`src/rtl/jtag_reg_bridge.sv`:
```
// JTAG user-DR (ER1) to valid/ready register-bus bridge; everything runs on JTCK.
// Optional response timeout is enabled by defining JTAG_REG_BRIDGE_TIMEOUT_EN.
module jtag_reg_bridge #(
    parameter int ADDR_W         = 7,
    parameter int DATA_W         = 32,
    parameter int TIMEOUT_CYCLES = 255
) (
    input  logic              JTCK,
    input  logic              JRSTN,
    input  logic              JTDI,
    input  logic              JSHIFT,
    input  logic              JUPDATE,
    input  logic              JCE1,
    output logic              JTDO1,
    output logic              req_valid,
    output logic              req_write,
    output logic [ADDR_W-1:0] req_addr,
    output logic [DATA_W-1:0] req_wdata,
    input  logic              req_ready,
    input  logic              rsp_valid,
    input  logic [DATA_W-1:0] rsp_rdata
);
    localparam int L = 2 + ADDR_W + DATA_W;

    typedef enum logic [1:0] {
        IDLE     = 2'd0,
        REQ      = 2'd1,
        WAIT_RSP = 2'd2
    } state_t;

    state_t            state_q, state_d;
    logic [L-1:0]      sr_q, sr_d;
    logic [DATA_W-1:0] rdata_q, rdata_d;
    logic              armed_q, armed_d;
    logic              overrun_q, overrun_d;
    logic              timeout_q, timeout_d;
    logic              req_valid_q, req_valid_d;
    logic              req_write_q, req_write_d;
    logic [ADDR_W-1:0] req_addr_q, req_addr_d;
    logic [DATA_W-1:0] req_wdata_q, req_wdata_d;

`ifdef JTAG_REG_BRIDGE_TIMEOUT_EN
    localparam int CNT_W = ($clog2(TIMEOUT_CYCLES + 1) > 8) ? $clog2(TIMEOUT_CYCLES + 1) : 8;
    logic [CNT_W-1:0] cnt_q, cnt_d;
`endif

    logic capture, shift, update;

    always_comb begin
        capture     = JCE1 && !JSHIFT;
        shift       = JCE1 && JSHIFT;
        update      = !JCE1 && JUPDATE && armed_q;

        sr_d        = sr_q;
        rdata_d     = rdata_q;
        armed_d     = armed_q;
        overrun_d   = overrun_q;
        timeout_d   = timeout_q;
        state_d     = state_q;
        req_write_d = req_write_q;
        req_addr_d  = req_addr_q;
        req_wdata_d = req_wdata_q;

        if (capture) begin
            sr_d      = {rdata_q, {(ADDR_W-1){1'b0}}, timeout_q, overrun_q, state_q != IDLE};
            armed_d   = 1'b1;
            overrun_d = 1'b0;
            timeout_d = 1'b0;
        end else if (shift) begin
            sr_d = {JTDI, sr_q[L-1:1]};
        end

        case (state_q)
            REQ: begin
                if (req_ready) begin
                    state_d = req_write_q ? IDLE : WAIT_RSP;
                end
            end
            WAIT_RSP: begin
                if (rsp_valid) begin
                    rdata_d = rsp_rdata;
                    state_d = IDLE;
                end
            end
            default: ;
        endcase

`ifdef JTAG_REG_BRIDGE_TIMEOUT_EN
        // A normal completion in the same cycle wins over the abort.
        if (state_q != IDLE && state_d == state_q && cnt_q == CNT_W'(TIMEOUT_CYCLES)) begin
            state_d   = IDLE;
            timeout_d = 1'b1;
            if (!req_write_q) begin
                rdata_d = {DATA_W{1'b1}};
            end
        end
`endif

        if (update) begin
            armed_d = 1'b0;
            if (sr_q[1]) begin
                if (state_q == IDLE) begin
                    state_d     = REQ;
                    req_write_d = sr_q[0];
                    req_addr_d  = sr_q[ADDR_W+1:2];
                    req_wdata_d = sr_q[L-1:ADDR_W+2];
                end else begin
                    overrun_d = 1'b1;
                end
            end
        end

`ifdef JTAG_REG_BRIDGE_TIMEOUT_EN
        cnt_d = (state_d != state_q || state_d == IDLE) ? '0 : cnt_q + 1'b1;
`endif
        req_valid_d = (state_d == REQ);
    end

    always_ff @(posedge JTCK or negedge JRSTN) begin
        if (!JRSTN) begin
            state_q     <= IDLE;
            sr_q        <= '0;
            rdata_q     <= '0;
            armed_q     <= 1'b0;
            overrun_q   <= 1'b0;
            timeout_q   <= 1'b0;
            req_valid_q <= 1'b0;
            req_write_q <= 1'b0;
            req_addr_q  <= '0;
            req_wdata_q <= '0;
`ifdef JTAG_REG_BRIDGE_TIMEOUT_EN
            cnt_q       <= '0;
`endif
        end else begin
            state_q     <= state_d;
            sr_q        <= sr_d;
            rdata_q     <= rdata_d;
            armed_q     <= armed_d;
            overrun_q   <= overrun_d;
            timeout_q   <= timeout_d;
            req_valid_q <= req_valid_d;
            req_write_q <= req_write_d;
            req_addr_q  <= req_addr_d;
            req_wdata_q <= req_wdata_d;
`ifdef JTAG_REG_BRIDGE_TIMEOUT_EN
            cnt_q       <= cnt_d;
`endif
        end
    end

    assign JTDO1     = sr_q[0];
    assign req_valid = req_valid_q;
    assign req_write = req_write_q;
    assign req_addr  = req_addr_q;
    assign req_wdata = req_wdata_q;

endmodule
```
`config.mk`:
```
export PLATFORM = sky130hd
export DESIGN_NAME = jtag_reg_bridge
export DESIGN_NICKNAME = d
export VERILOG_FILES = /design/src/rtl/jtag_reg_bridge.sv
export SDC_FILE = /design/constraint.sdc
export NUM_CORES = 1
export LEC_CHECK = 0
export BUFFER_PORTS_ARGS = -buffer_cell sky130_fd_sc_hd__buf_2
export CORE_UTILIZATION = 60
export DETAILED_ROUTE_END_ITERATION = 7
export PLACE_DENSITY = 0.84
export SYNTH_ARGS = -nofsm -noshare
export SYNTH_HDL_FRONTEND = slang
export SYNTH_SLANG_ARGS = --single-unit
```
`constraint.sdc`:
```
create_clock -name JTCK -period 4.8 [get_ports JTCK]
set_clock_uncertainty 0.2 [all_clocks]
set_input_delay 0.48 -clock JTCK [delete_from_list [all_inputs] [get_ports JTCK]]
set_output_delay 0.48 -clock JTCK [all_outputs]
set_load 0.05 [all_outputs]
```
-- Yosys cells after proc, flatten, opt, wreduce, memory -nomap -nowiden
Index checks and enable logic that the tools add are counted.
- register bits after elaboration: 118
- bits of input ports: 40
- logic and storage cells: 39
- mux-type cells: 15
- eq/ne operators: 3
- reduce and logical (&&, ||, !) cells: 12
- operator list (kind ; number):
    41-bit two-way mux ; 2
    2-bit two-way mux ; 6
    1-bit two-way mux ; 6
    2-bit nonzero test ; 3
    2-bit by 1-bit == test with 1-bit output (second input constant) ; 2
    1-bit logical AND ; 4
    2-bit one-hot mux with 2 select lines ; 1
    3-bit AND reduction ; 1
    2-bit == test (second input constant) ; 1
    1-bit logical NOT ; 2
    2-bit logical NOT ; 1
    2-bit AND reduction ; 1

-- Depth between registers and ports, before layout
- depth after elaboration: 7
- gate-level depth with buffers: 5
- gate-level depth less buffers: 5

-- Least setup slack after synthesis
OpenSTA, ideal clock, no wires.
- kind: input port to flip-flop
- from: in JCE1
- to: reg req_wdata_q[0] (netlist: req_wdata[0])
- data required time: 4.475 ns
- stages on the path: 4
- library setup time: 0.125 ns
- slack: 3.149 ns
- arrival time: 1.326 ns
- path through: and4b_1 > nand2_2 > buf_6 > mux2_4
- word-level cells in the longest chain between the ends: 4
- RTL lines (item ; line ; RTL):
    start, declared ; 13 ; input logic JCE1,
    1-bit logical NOT ; 52 ; update = !JCE1 && JUPDATE && armed_q;
    1-bit logical AND (2 in series) ; 52 ;
    3-bit AND reduction (no line) ; -- ;
    end signal, assigned ; 144 ; req_wdata_q <= req_wdata_d;
    end, declared ; 40 ; logic [DATA_W-1:0] req_wdata_q, req_wdata_d;
Every way passes these cells.
A chain may end at the register's enable or synchronous reset.

-- Worst setup path after layout
- from: in JCE1
- to: reg req_addr_q[6] (netlist: req_addr[6])
- word-level cells in the longest chain between the ends: 4
- RTL lines (item ; line ; RTL):
    1-bit logical NOT ; 52 ;
    1-bit logical AND (2 in series) ; 52 ;
    3-bit AND reduction (no line) ; -- ;
    end signal, assigned ; 143 ; req_addr_q <= req_addr_d;
    end, declared ; 39 ; logic [ADDR_W-1:0] req_addr_q, req_addr_d;
Every way passes these cells.

==> metrics.md <==
| Metric | Value |
|---|---|
| Pwr dens | `704 mW/mm^2` |
| Critical path required time | `around 5000 ps` |
| Critical path fanouts, max | `85` |
| Reg clk slew, reported paths | `60 ps` |
| Number of buffers created by CTS | `17` |
| Number of synthesized register bits | `~120` |
| Final Setup Violations | `0` |
| Worst-margin pin slew | `968 ps` |
| First-iteration detailed-routing DRC count | `roughly 110` |
| Syn-to-layout area delta | `26.7%` |
| Leak Pwr | `about 3.1 nW` |
| Setup TNS after final layout | `0 ps` |
| Per-cell via count in the routed design | `between 5 and 6` |
| Worst min-delay path endpoint | `rdata_q[13]` |
| Maxcap violations | `0` |
| Number of standard cells after synthesis | `360` |
| Routability cong. | `0.800` |
| Boundary Pins | `roughly 80` |
| Start-to-end type of the worst setup path | `input port to flip-flop` |
| Antenna viol nets, final | `0` |
| Number of nets in the final layout | `around 500` |
| Slack of the worst reg-to-reg path | `2690 ps` |
| Die W | `roughly 92 microns` |
| Post-detailed-placement half-perimeter wirelength | `between 5 and 6 mm` |
| Register-to-Register Path Depth | `5` |
| Seq/Total Area, Yosys | `around three fifths` |
| First-pass detailed-route iteration total | `4` |
| Number of distinct library cells after synthesis | `22` |
| Final number of hold-violating endpoints | `0` |
| Vias in the first global route | `~3400` |
| Mapped Avg Cell Area | `roughly 14 sq um` |
| Wire length of the first global-routing pass | `roughly 17 mm` |
| Effective utilization at floorplan | `a little over three fifths` |
| Final Max Tran Viols | `0` |
| Count of input and output buffers | `81` |
| Filler instances | `~460` |
| Share of the cycle needed by the critical path after routing | `about 50%` |
| Startpoint Class | `input port` |
| Cell total after placement | `about 530` |
| Number of gates resized after cts | `0` |
| Share of the synthesized area in the top cell type | `about 60%` |
| Die height | `92.2 microns` |
| Total global routing track utilization | `between 20% and 30%` |
| Latest clock arrival within the worst-skew pair | `between 500 and 600 ps` |
| Number of H-tree levels | `4` |
| Fraction of layout instances using a drive strength above 1 | `37.6%` |
| Highest clock rate | `426 MHz` |
| Kind of path behind the tightest hold check | `input port to flip-flop` |
| Start point of the worst hold path | `rsp_rdata[13]` |
| Cell depth of the worst min-delay path | `2` |
| Number of warnings reported in the yosys synthesis log | `0` |
| Clock tree root buffer cell | `sky130_fd_sc_hd__clkbuf_8` |
| Wirelength per Cell | `between 15 and 20 microns` |
| DRC | `0` |
| Overall routed net length | `10.2 mm` |
| Die footprint | `around 0.0085 sq mm` |
| Core Region | `approximately 0.0078 sq mm` |
| Nets in the synthesized netlist | `slightly above 400` |
| Vias post-DR | `between 3000 and 4000` |
| Critical R2R Launch | `state_q[0]` |
| Worst slew margin | `between 30 and 40%` |
| Total overflow reported by the global router | `0` |
| Post-synth top area cell | `sky130_fd_sc_hd__dfrtp_1` |
| Arrival time at the worst endpoint | `around 2500 ps` |
| Power after layout | `between 4 and 5 mW` |
| Clock tree buffer depth | `2` |
| TritonCTS clock tree | `done` |
| Maximum vdd ir drop | `between 0.4 and 0.5 mV` |
| Row cnt | `32` |
| Largest net degree at the start of global routing | `between 80 and 90` |
| Clock period minus final worst setup slack | `approximately 2300 ps` |
| Synth area leaders | `sky130_fd_sc_hd__dfrtp_1 (60%), sky130_fd_sc_hd__mux2_4 (9.2%), sky130_fd_sc_hd__mux2_2 (8.1%)` |
| Kind of capture point of the worst setup path | `flip-flop` |
| Post-route non-filler standard cell count | `584` |
| Clock tree sinks | `roughly 120` |
| Count of inserted antenna diode cells | `0` |
| Antenna violations before repair | `0` |
| RSZ-0062 raised after global routing | `no` |
| Result of the run | `completed` |
| Worst flop-to-flop path endpoint | `req_addr[6]` |
| Post-synthesis instance area | `0.00488 sq mm` |
-- cell type report --
class	count	area, sq um	share of cell area (%)
sequential	118	2950	47.7
clock buffer	22	463	7.48
inverter	13	48.8	0.789
timing repair buffer	112	706	11.4
tap	102	128	2.06
clock inverter	9	125	2.02
multi-input combinational	208	1760	28.5
-- power by group --
part / leakage [nW] / switching (mW) / internal, mW / total (mW)
logic: 1.39 / 0.899 / 0.556 / 1.45
registers: 1.45 / 0.270 / 1.38 / 1.65
clock network: 0.287 / 0.423 / 0.824 / 1.25
-- state kept, by name (all words and copies together) (netlist names) --
signal	cells
req_valid	1
req_wdata	32
req_write	1
req_addr	7
armed_q	1
sr_q	41
overrun_q	1
state_q	2
rdata_q	32
-- worst max-delay path, stage by stage --
cell	delay, ps
sky130_fd_sc_hd__buf_2	80
sky130_fd_sc_hd__buf_4	600
sky130_fd_sc_hd__and4b_1	300
sky130_fd_sc_hd__nand2_2	70
sky130_fd_sc_hd__buf_4	570
sky130_fd_sc_hd__mux2_2	410
-- stage by stage --
step | setup WS [ps] | utilization, % | cell area (sq um) | hold WS, ps
global route | 2340 | 79.2 | 6190 | 1.10
CTS | 2490 | 79.2 | 6190 | 0.457
finish | 2450 | 79.2 | 6190 | 16.6
detailed placement | 1940 | 68.4 | 5340 | 280
global placement | 2010 | 68.4 | 5340 | 272
floorplan | 3150 | - | 4880 | -15.6
-- layout by cell type, fill, tap and decap left out, types with 10 or more instances in the layout --
| master | n |
|---|---|
| sky130_fd_sc_hd__mux2_2 | 35 |
| sky130_fd_sc_hd__inv_1 | 13 |
| sky130_fd_sc_hd__a21oi_1 | 37 |
| sky130_fd_sc_hd__nor2_1 | 35 |
| sky130_fd_sc_hd__buf_2 | 80 |
| sky130_fd_sc_hd__mux2_4 | 30 |
| sky130_fd_sc_hd__dlygate4sd3_1 | 26 |
| sky130_fd_sc_hd__mux2i_1 | 33 |
| sky130_fd_sc_hd__o21ai_0 | 10 |
| sky130_fd_sc_hd__dfrtp_1 | 118 |
| sky130_fd_sc_hd__clkbuf_16 | 16 |
-- layer usage --
layer  track usage [%]  share of wire, %  wire (microns)  vias up
met5                 0                 0               0        -
met3              7.63               4.3             437       22
li1                  -                 -               -     1467
met2              45.8                52            5320       91
met4              12.1               2.2             226        0
met1              32.5                42            4250     1595
-- cell families after synthesis --
kind of cell    after synthesis  share of synthesized area, %
flops                       118                          60.5
mux                         105                          25.7
compound gates               50                          5.28
simple gates                 50                          4.41
buf+inv                      34                          3.41
fa+ha+maj                     3                         0.769
-- how the worst max path moves through the flow --
stage,slack (ps),startpoint,end,cells past startpoint
floorplan,3150,JCE1,req_wdata[0],4
global placement,2010,JCE1,req_wdata[31],6
detailed placement,1940,JCE1,req_addr[6],6
CTS,2490,JCE1,req_wdata[31],6
global route,2340,JCE1,req_addr[6],6
finish,2450,JCE1,req_addr[6],6
-- synth_stat cells --
master	number
sky130_fd_sc_hd__and4b_1	1
sky130_fd_sc_hd__mux2_1	7
sky130_fd_sc_hd__ha_1	3
sky130_fd_sc_hd__mux2_2	35
sky130_fd_sc_hd__nand3_1	7
sky130_fd_sc_hd__nor2b_1	2
sky130_fd_sc_hd__nand2_2	1
sky130_fd_sc_hd__nor2_1	35
sky130_fd_sc_hd__inv_1	13
sky130_fd_sc_hd__buf_6	4
sky130_fd_sc_hd__dfrtp_1	118
sky130_fd_sc_hd__nand4b_1	1
sky130_fd_sc_hd__o21ai_0	10
sky130_fd_sc_hd__mux2i_1	33
sky130_fd_sc_hd__mux2_4	30
sky130_fd_sc_hd__nand2_1	3
sky130_fd_sc_hd__a21boi_0	1
sky130_fd_sc_hd__a21oi_1	37
sky130_fd_sc_hd__o31ai_1	2
sky130_fd_sc_hd__buf_1	4
sky130_fd_sc_hd__clkbuf_1	6
sky130_fd_sc_hd__buf_2	7
-- timing repair --
action	4_1_cts	5_1_grt
hold endpoints to repair	105	0
setup buffers	0	0
hold buffers	26	0
No activity file was read; power rests on OpenSTA's default activity.
